--- src/rtl/jk_pkg.sv ---
// Shared types and per-bit JK excitation helpers for the flip-flop bank driver.
// Purely declarative: no state, no latency, no flow control.
package jk_pkg;

    typedef enum logic [1:0] {
        OP_LOAD   = 2'b00,
        OP_SET    = 2'b01,
        OP_CLR    = 2'b10,
        OP_TOGGLE = 2'b11
    } op_e;

    typedef enum logic [2:0] {
        ST_IDLE     = 3'd0,
        ST_DRIVE    = 3'd1,
        ST_VERIFY   = 3'd2,
        ST_RESP_OK  = 3'd3,
        ST_RESP_ERR = 3'd4
    } state_e;

    // Encoded as {J, K}.
    localparam logic [1:0] JK_HOLD = 2'b00;
    localparam logic [1:0] JK_SET  = 2'b10;
    localparam logic [1:0] JK_RST  = 2'b01;
    localparam logic [1:0] JK_TOG  = 2'b11;

    function automatic logic [1:0] jk_pair(input op_e op, input logic q, input logic d);
        logic [1:0] r;
        r = JK_HOLD;
        case (op)
            OP_LOAD:   r = (q == d) ? JK_HOLD : (d ? JK_SET : JK_RST);
            OP_SET:    r = d ? JK_SET : JK_HOLD;
            OP_CLR:    r = d ? JK_RST : JK_HOLD;
            OP_TOGGLE: r = d ? JK_TOG : JK_HOLD;
            default:   r = JK_HOLD;
        endcase
        return r;
    endfunction

    function automatic logic expected_next(input op_e op, input logic q, input logic d);
        logic r;
        r = q;
        case (op)
            OP_LOAD:   r = d;
            OP_SET:    r = q | d;
            OP_CLR:    r = q & ~d;
            OP_TOGGLE: r = q ^ d;
            default:   r = q;
        endcase
        return r;
    endfunction

endpackage

--- src/rtl/jk_excite.sv ---
// Combinational J/K excitation and expected next Q for a word-wide JK bank.
// Zero latency; no flow control.
module jk_excite
    import jk_pkg::*;
#(
    parameter int WIDTH = 8
) (
    input  op_e              op_i,
    input  logic [WIDTH-1:0] q_i,
    input  logic [WIDTH-1:0] data_i,
    output logic [WIDTH-1:0] j_o,
    output logic [WIDTH-1:0] k_o,
    output logic [WIDTH-1:0] expected_o
);

    always_comb begin
        j_o        = '0;
        k_o        = '0;
        expected_o = '0;
        for (int i = 0; i < WIDTH; i++) begin
            logic [1:0] pair;
            pair          = jk_pair(op_i, q_i[i], data_i[i]);
            j_o[i]        = pair[1];
            k_o[i]        = pair[0];
            expected_o[i] = expected_next(op_i, q_i[i], data_i[i]);
        end
    end

endmodule

--- src/rtl/jk_bank_driver.sv ---
// Drives J/K of an external JK bank for word writes, verifies Q, retries on mismatch.
// Good path: done 3 cycles after accept, +2 per retry; req_ready low whenever not IDLE.
module jk_bank_driver
    import jk_pkg::*;
#(
    parameter int WIDTH     = 8,
    parameter int MAX_RETRY = 2
) (
    input  logic             clk,
    input  logic             reset,
    input  logic             req_valid,
    output logic             req_ready,
    input  logic [1:0]       req_op,
    input  logic [WIDTH-1:0] req_data,
    input  logic [WIDTH-1:0] q_fb,
    output logic [WIDTH-1:0] j,
    output logic [WIDTH-1:0] k,
    output logic             busy,
    output logic             done,
    output logic             err
);

    localparam logic [2:0] RETRY_LIMIT = 3'(MAX_RETRY);

    state_e           state_q, state_d;
    logic [WIDTH-1:0] j_q, j_d;
    logic [WIDTH-1:0] k_q, k_d;
    logic [WIDTH-1:0] exp_q, exp_d;
    logic [2:0]       retry_q, retry_d;

    op_e              ex_op;
    logic [WIDTH-1:0] ex_data;
    logic [WIDTH-1:0] ex_j;
    logic [WIDTH-1:0] ex_k;
    logic [WIDTH-1:0] ex_exp;

    // One excitation block serves both the initial command and the LOAD-style retry.
    jk_excite #(.WIDTH(WIDTH)) u_excite (
        .op_i       (ex_op),
        .q_i        (q_fb),
        .data_i     (ex_data),
        .j_o        (ex_j),
        .k_o        (ex_k),
        .expected_o (ex_exp)
    );

    assign req_ready = (state_q == ST_IDLE) && !reset;
    assign j         = j_q;
    assign k         = k_q;
    assign busy      = (state_q != ST_IDLE);
    assign done      = (state_q == ST_RESP_OK);
    assign err       = (state_q == ST_RESP_ERR);

    always_comb begin
        state_d = state_q;
        j_d     = '0;
        k_d     = '0;
        exp_d   = exp_q;
        retry_d = retry_q;
        ex_op   = op_e'(req_op);
        ex_data = req_data;
        case (state_q)
            ST_IDLE: begin
                if (req_valid && req_ready) begin
                    j_d     = ex_j;
                    k_d     = ex_k;
                    exp_d   = ex_exp;
                    state_d = ST_DRIVE;
                end
            end
            ST_DRIVE: begin
                state_d = ST_VERIFY;
            end
            ST_VERIFY: begin
                ex_op   = OP_LOAD;
                ex_data = exp_q;
                if (q_fb == exp_q) begin
                    state_d = ST_RESP_OK;
                end else if (retry_q < RETRY_LIMIT) begin
                    retry_d = retry_q + 3'd1;
                    j_d     = ex_j;
                    k_d     = ex_k;
                    state_d = ST_DRIVE;
                end else begin
                    state_d = ST_RESP_ERR;
                end
            end
            ST_RESP_OK, ST_RESP_ERR: begin
                retry_d = '0;
                state_d = ST_IDLE;
            end
            default: begin
                retry_d = '0;
                state_d = ST_IDLE;
            end
        endcase
    end

    always_ff @(posedge clk) begin
        if (reset) begin
            state_q <= ST_IDLE;
            j_q     <= '0;
            k_q     <= '0;
            exp_q   <= '0;
            retry_q <= '0;
        end else begin
            state_q <= state_d;
            j_q     <= j_d;
            k_q     <= k_d;
            exp_q   <= exp_d;
            retry_q <= retry_d;
        end
    end

endmodule

--- config.mk ---
export PLATFORM = sky130hd
export DESIGN_NAME = jk_bank_driver
export DESIGN_NICKNAME = d
export VERILOG_FILES = /design/src/rtl/jk_pkg.sv /design/src/rtl/jk_excite.sv /design/src/rtl/jk_bank_driver.sv
export SDC_FILE = /design/constraint.sdc
export NUM_CORES = 1
export LEC_CHECK = 0
export ABC_AREA = 1
export CELL_PAD_IN_SITES_DETAIL_PLACEMENT = 0
export CELL_PAD_IN_SITES_GLOBAL_PLACEMENT = 1
export CORE_MARGIN = 1
export CORE_UTILIZATION = 35
export CTS_CLUSTER_SIZE = 8
export DETAILED_ROUTE_END_ITERATION = 10
export PLACE_DENSITY_LB_ADDON = 0.25
export SYNTH_ARGS = -nofsm -noshare
export SYNTH_HDL_FRONTEND = slang
export SYNTH_SLANG_ARGS = --single-unit
--- constraint.sdc ---
create_clock -name clk -period 5.6 [get_ports clk]
set_clock_uncertainty 0.2 [all_clocks]
set_input_delay 1.12 -clock clk [delete_from_list [all_inputs] [get_ports clk]]
set_output_delay 1.12 -clock clk [all_outputs]
set_load 0.1 [all_outputs]
# Word-level counts from Yosys, hierarchy flattened
# Index checks and enable logic that the tools add are counted.
totals:
  register_bits: 30
  inputBits: 21
  out_inout_bits: 20
  word_cells: 141
classes:
  add_sub_neg: 1
  n_lt_le_gt_ge: 1
  n_eq_ne: 19
  n_mux: 73
  n_bitwise: 33
  reduce_logical: 9
ops:
  columns: ["op", "n"]
  rows:
  - ["$mux W2", 33]
  - ["$pmux W2 S4", 8]
  - ["$mux W8", 7]
  - ["$pmux W1 S4", 8]
  - ["$pmux W8 S2", 2]
  - ["$mux W3", 5]
  - ["$not A1 Y1", 9]
  - ["$pmux W3 S3", 1]
  - ["$and A1 B1 Y1", 8]
  - ["$eq A1 B1 Y1", 8]
  - ["$eq A8 B8 Y1", 1]
  - ["$mux W1", 8]
  - ["$or A1 B1 Y1", 8]
  - ["$xor A1 B1 Y1", 8]
  - ["$eq A3 B2 Y1 const B", 2]
  - ["$pmux W3 S2", 1]
  - ["$eq A2 B2 Y1 const B", 2]
  - ["$ne A2 B2 Y1 const B", 2]
  - ["$add A3 B1 Y3 const B", 1]
  - ["$eq A3 B1 Y1 const B", 1]
  - ["$eq A3 B3 Y1 const B", 1]
  - ["$logic_not A3 Y1", 1]
  - ["$lt A3 B2 Y1 const B", 1]
  - ["$reduce_and A3 Y1", 1]
  - ["other kinds (8)", 9]

# Longest topological paths before layout
# Gate-level depths: netlist (run 1).
logic_depth:
  depth_word: 8
  depth_mapped: 12
  ltp_nobuf: 10

# Modules after synthesis
# A second synthesis (run 1) with hierarchy kept.
hier_totals:
  cells_unflattened: 332
  area_unflattened_um2: 2328.5
by_module_without_submodules:
  columns: ["mod", "n_inst", "cells_per_inst", "area_each_um2"]
  rows:
  - ["jk_bank_driver", 1, 194, 1373.8]
  - ["jk_excite", 1, 138, 954.7]

# Worst setup path before layout (run 1)
# OpenSTA, ideal clock, no wires.
synth_timing:
  path_type: "flip-flop to output port"
  from: "reg state_q[1]"
  to: "out done"
  arrival_time_ns: 2.580
  t_required_ns: 4.280
  setup_slack_ns: 1.700
  path_stages_with_launch: 3
  path_buffers: 0
  cell_sequence: "dfxtp_1 -> inv_1 -> nor3_1"
synth_via:
  elab_chain_cells: 1
synth_rtl:
  columns: ["item", "line", "source"]
  rows:
  - ["start: declaration", "jk_bank_driver.sv:25", "state_e state_q, state_d;"]
  - ["start signal: assignment", "jk_bank_driver.sv:107", "state_q <= state_d;"]
  - ["$eq A3 B2 Y1", "jk_bank_driver.sv:51", "assign done = (state_q == ST_RESP_OK);"]
  - ["end: declaration", "jk_bank_driver.sv:19", "output logic done,"]
# No other way between the ends.

# Worst setup path in the final report (run 1)
layout_timing:
  from: "in reset"
  to: "out req_ready"
layout_via:
  elab_chain_cells: 2
layout_rtl:
  columns: ["item", "line", "source"]
  rows:
  - ["start: declaration", "jk_bank_driver.sv:10", "input logic reset,"]
  - ["$logic_not A1 Y1", "jk_bank_driver.sv:47", "assign req_ready = (state_q == ST_IDLE) && !reset;"]
  - ["$logic_and A1 B1 Y1", "jk_bank_driver.sv:47", null]
  - ["end: declaration", "jk_bank_driver.sv:12", "output logic req_ready,"]
# No other way between the ends.

==> results of run 1 <==
path summary, 6_finish.rpt:
path,endpoint,from
worst max-delay path,req_ready,reset
worst min-delay path,retry_q[2],retry_q[2]
worst max register to register,k[1],state_q[0]
worst min register to register,retry_q[2],retry_q[2]
metal layers:
layer  vias to the layer above  track usage  part of all wire
met5                         -            0                 0
met4                         0       0.0429            0.0090
met3                         4       0.0326             0.043
met2                        36        0.261              0.43
met1                       815        0.212              0.51
li1                       1031            -                 -
cell type report:
class	instances	area [um^2]
Inverter	59	221
Sequential cell	30	601
Multi-Input combinational cell	204	1280
Tap cell	75	93.8
Clock buffer	6	82.6
Clock inverter	2	12.5
Timing Repair Buffer	42	413
Fill cell	622	3290
where the power goes:
group / total [mW] / leakage [nW] / switching [mW] / internal [mW]
logic: 0.299 / 0.961 / 0.208 / 0.0916
registers: 0.245 / 0.245 / 0.0108 / 0.234
clock network: 0.183 / 0.0472 / 0.0843 / 0.0986
total: 0.727 / 1.25 / 0.303 / 0.424
logic make-up (layout without fill, tap and decap cells):
logic type | count (synthesis) | in the layout | share of synthesized area
adders and majority gates | 25 | 25 | 0.143
xor gates and xnor gates | 5 | 5 | 0.0200
and+or+nand+nor | 110 | 110 | 0.231
AOI/OAI and AO/OA | 64 | 64 | 0.191
buffers and inverters | 70 | 109 | 0.141
DFF | 30 | 30 | 0.274
stage by stage:
stage | cells | setup WS, ps | hold WS [ps] | cell area (um^2) | util
3_5_place_dp | 410 | 1810 | 247 | 2610 | 0.435
6_report | 418 | 1820 | 257 | 2700 | 0.451
2_1_floorplan | 304 | 1700 | 230 | 2190 | -
3_3_place_gp | 410 | 1830 | 240 | 2610 | 0.435
5_1_grt | 418 | 1760 | 285 | 2700 | 0.451
4_1_cts | 418 | 1810 | 258 | 2700 | 0.451
registers in the layout (all words and copies together), names as in the netlist:
signal / cells
state_q: 3
j: 8
retry_q: 3
k: 8
exp_q: 8
worst register-to-register path, cell delays in order (launching register included):
cell     delay (ps)
dfxtp_1         340
nor2_2          210
nand2_2         310
nand2_4         290
nand2_1         570
buf_4           430
o21ai_0         260
nor2_1           80
cells in the final DEF (no fill, tap or decap), types with 2 or more instances in the layout:
| cell type | Yosys | routed |
|---|---|---|
| inv_1 | 54 | 54 |
| nand2_1 | 52 | 52 |
| clkdlybuf4s50_1 | 0 | 39 |
| dfxtp_1 | 30 | 30 |
| ha_1 | 25 | 25 |
| nor2_1 | 22 | 22 |
| o21ai_0 | 22 | 22 |
| nor2_2 | 13 | 13 |
| a21oi_1 | 12 | 12 |
| o21ai_2 | 11 | 11 |
| nand3_1 | 10 | 10 |
| o21a_1 | 7 | 7 |
| o31a_1 | 7 | 7 |
| clkbuf_8 | 0 | 6 |
| inv_2 | 5 | 5 |
| xnor2_1 | 5 | 5 |
| nor3_1 | 4 | 4 |
| nand4_1 | 3 | 3 |
| buf_4 | 1 | 3 |
| nand2_4 | 2 | 2 |
==> results.sh, run 1 <==
export IMPL_slowest_delay_ps=650
export IMPL_rows=28
export IMPL_p_total_uw=727
export IMPL_yosysUniqueCellTypes=30
export IMPL_cts_hold_fix_buffers=0
export IMPL_finalWirelength_mm=4.76
export IMPL_required_ps=4280
export IMPL_yosysMostFrequentCell="inv_1"
export IMPL_routabilityCongestion=0.779
export IMPL_vias_per_cell=4.51
export IMPL_path_depth=5
export IMPL_nets=388
export IMPL_ios=41
export IMPL_cts_buffers=5
export IMPL_status="completed"
export IMPL_cts_root_buf="clkbuf_8"
export IMPL_core_area_um2=5990
export IMPL_grt_pass1_wl_mm=7.76
export IMPL_period_needed_ps=3780
export IMPL_cp_max_fo=11
export IMPL_worstMarginPinSlew_ps=989
export IMPL_clock_path_buffers=2
export IMPL_syn_num_nets=350
export IMPL_cts_sinks=30
export IMPL_dieArea_um2=6570
export IMPL_crit_path_cell_trace="clkdlybuf4s50_1 -> nor2_2 -> inv_2 -> nor2_4 -> buf_4"
export IMPL_yosys_register_bits=30
export IMPL_die_w_um=81.1
export IMPL_power_density_nw_per_um2=269
export IMPL_criticalPathCategory="primary input to output pin"
export IMPL_synth_common_cells="inv_1, nand2_1, dfxtp_1, ha_1"
export IMPL_fin_setup_tns_ps=0
export IMPL_rsz0062_at_grt="no"
export IMPL_endpoint_kind="output pin"
export IMPL_antenna_left=0
export IMPL_synth_async_reset_ratio=0
export IMPL_slew_headroom=0.337
export IMPL_yosysWarningCount=0
export IMPL_p_leak_nw=1.25
export IMPL_drtPass1Iterations=4
export IMPL_startpoint_type="primary input"
export IMPL_hpwlAfterDp_mm=3.52
export IMPL_avgSynthCellArea_um2=7.20
export IMPL_clk_pin_slew_ps=70
export IMPL_drive_above_1_share=0.137
export IMPL_vias=1886
export IMPL_grt_max_degree=28
export IMPL_globalRouteOverflowTotal=0
export IMPL_clock_latency_ps=280
export IMPL_min_path_type="flop to flop"
export IMPL_wl_per_cell_um=11.4
export IMPL_hold_path_depth=2
export IMPL_cts_tree="done"
export IMPL_yosysSeqAreaShare=0.274
export IMPL_start_util=0.365
export IMPL_syn_area_um2=2190
export IMPL_peakVddDrop_v=0.000121
export IMPL_worstRegToRegCells=7
export IMPL_cts_resized=0
export IMPL_reg2reg_setup_slack_ps=2770
export IMPL_synth_top_flop_cell="dfxtp_1"
export IMPL_antenna_cells=0
export IMPL_maxCapViolCount=0
export IMPL_cts_setup_buffers=0
export IMPL_clock_fmax_ghz=0.265
export IMPL_areaGrowthSynthToFinish_pct=23.6
export IMPL_die_h_um=81.1
export IMPL_setup_violations_final=0
export IMPL_synth_cells=304
export IMPL_track_usage=0.159
export IMPL_grt_pass1_vias=1629
export IMPL_synthTopCellsByArea="dfxtp_1, ha_1, inv_1"
export IMPL_drv_slew=0
export IMPL_drt_iter0_drc=90
export IMPL_yosysTopAreaCell="dfxtp_1"
export IMPL_synth_edff_count=0
export IMPL_numPortBuffers=40
export IMPL_synth_top_area_frac=0.274
export IMPL_antenna_found_initial=0
export IMPL_drc_errors=0
export IMPL_slowest_stage="clkdlybuf4s50_1"
export IMPL_critPathBufInv=3
export IMPL_h_tree_depth=2
export IMPL_finalCritPeriodShare=0.674
export IMPL_cp_arrival_ps=2460
export IMPL_cpLargestDelayFamily="buffers and inverters"
export IMPL_hold_violations=0
Note: power is estimated with default switching activity, not from simulation.
==> inputs of run 2 (changes only) <==
Clock period 5.6 ns to 3.6 ns, I/O delays scaled along.
==> run 2 against run 1 <==
Worst setup slack lost 950 ps. Largest power group unchanged. Die area did not move. First-iteration DRC count increased by 26%. Sequential cell count is the same. Cell count rose by 0.24%. Via count grew 0.11%. Clock-buffer cell count grew 1. Clock power grew 49%. Critical path type unchanged. Worst hold slack is essentially flat.
==> results.sh, run 2 (synthesis results as in run 1) <==
export IMPL_clock_latency_ps=280
export IMPL_final_core_util=0.453
export IMPL_p_total_mw=1.12
export IMPL_cpLargestDelayFamily="buffers and inverters"
export IMPL_grt_pass1_vias=1682
export IMPL_slowest_delay_ps=390
export IMPL_cts_sinks=30
export IMPL_final_cell_mix="inv_1, nand2_1, clkdlybuf4s50_1"
export IMPL_h_tree_depth=2
export IMPL_cp_max_fo=11
export IMPL_drv_slew=0
export IMPL_startpoint_type="primary input"
export IMPL_cts_buffers=5
export IMPL_vias_per_cell=4.51
export IMPL_power_density_nw_per_um2=414
export IMPL_setup_violations_final=0
export IMPL_antenna_cells=0
export IMPL_drtPass1Iterations=4
export IMPL_drive_above_1_share=0.145
export IMPL_required_ps=2680
export IMPL_endpoint_kind="output pin"
export IMPL_grt_pass1_wl_mm=7.96
export IMPL_start_util=0.365
export IMPL_cts_root_buf="clkbuf_8"
export IMPL_whs_ps=257
export IMPL_min_path_type="flop to flop"
export IMPL_hold_violations=0
export IMPL_wl_per_cell_um=11.3
export IMPL_worstMarginPinSlew_ps=962
export IMPL_cts_tree="done"
export IMPL_ios=41
export IMPL_reg2reg_setup_slack_ps=1250
export IMPL_finalCritPeriodShare=0.757
export IMPL_criticalPathCategory="primary input to output pin"
export IMPL_drc_errors=0
export IMPL_hpwlAfterDp_mm=3.70
export IMPL_finalWirelength_mm=4.73
export IMPL_vias=1888
export IMPL_antenna_found_initial=0
export IMPL_core_area_um2=5990
export IMPL_areaGrowthSynthToFinish_pct=24.0
export IMPL_slew_headroom=0.357
export IMPL_globalRouteOverflowTotal=0
export IMPL_crit_path_cell_trace="clkdlybuf4s50_1 -> buf_4 -> nor2_2 -> inv_2 -> nor2_4 -> buf_12"
export IMPL_p_leak_nw=1.27
export IMPL_rsz0062_at_grt="no"
export IMPL_routabilityCongestion=0.780
export IMPL_rows=28
export IMPL_drt_iter0_drc=113
export IMPL_die_w_um=81.1
export IMPL_dieArea_um2=6570
export IMPL_peakVddDrop_v=0.000222
export IMPL_die_h_um=81.1
export IMPL_nets=389
export IMPL_cp_arrival_ps=1810
export IMPL_cts_resized=0
export IMPL_period_needed_ps=2730
export IMPL_antenna_left=0
export IMPL_critPathBufInv=4
export IMPL_clock_fmax_ghz=0.367
export IMPL_layout_commonest_cell="inv_1"
export IMPL_track_usage=0.160
export IMPL_status="completed"
export IMPL_slowest_stage="clkdlybuf4s50_1"
export IMPL_grt_max_degree=40
export IMPL_cts_setup_buffers=0
export IMPL_clock_path_buffers=2
export IMPL_maxCapViolCount=0
export IMPL_clk_pin_slew_ps=60
export IMPL_cts_hold_fix_buffers=0
export IMPL_numPortBuffers=40
export IMPL_fin_setup_tns_ps=0
## run 2: final timing paths
check | endpoint | from | depth (start not counted)
max | req_ready | reset | 6
min | retry_q[2] | retry_q[2] | 2
max reg2reg | exp_q[0] | state_q[0] | 7
min reg2reg | retry_q[2] | retry_q[2] | 2
## run 2: where the power goes
part	switching, mW	internal, mW	total (mW)	leakage [nW]
combinational	0.321	0.147	0.468	0.975
sequential	0.0176	0.364	0.382	0.245
clock	0.119	0.154	0.272	0.0482
total	0.457	0.665	1.12	1.27
## run 2: metal layers
metal,GRT usage,up-vias,wire length (um),part of all wire
li1,-,1036,-,-
met1,0.221,820,2460,0.52
met2,0.250,27,2080,0.44
met3,0.0337,5,148,0.031
met4,0.0429,0,44,0.0093
met5,0,-,0,0
## run 2: area by class of cell
| type | instances | area, um^2 |
|---|---|---|
| clock buffers | 7 | 86.3 |
| clock inverters | 1 | 5.00 |
| fillers | 605 | 3280 |
| inverters | 59 | 221 |
| multi-input cells | 204 | 1280 |
| flip-flops and latches | 30 | 601 |
| well taps | 75 | 93.8 |
| repair buffers | 43 | 425 |
## run 2: worst min-delay path, delay by kind of cell (launching register included)
kind | cells | cell delay [ps]
buf+inv | 1 | 50
compound gates | 1 | 50
flops | 1 | 310
## run 2: per-stage QoR
stage                     area, um^2  setup WS (ps)  instances
after global placement          2620            877        411
final                           2710            875        419
after floorplan                 2190           99.8        304
after global routing            2710            832        419
after CTS                       2710            864        419
after detailed placement        2620            865        411
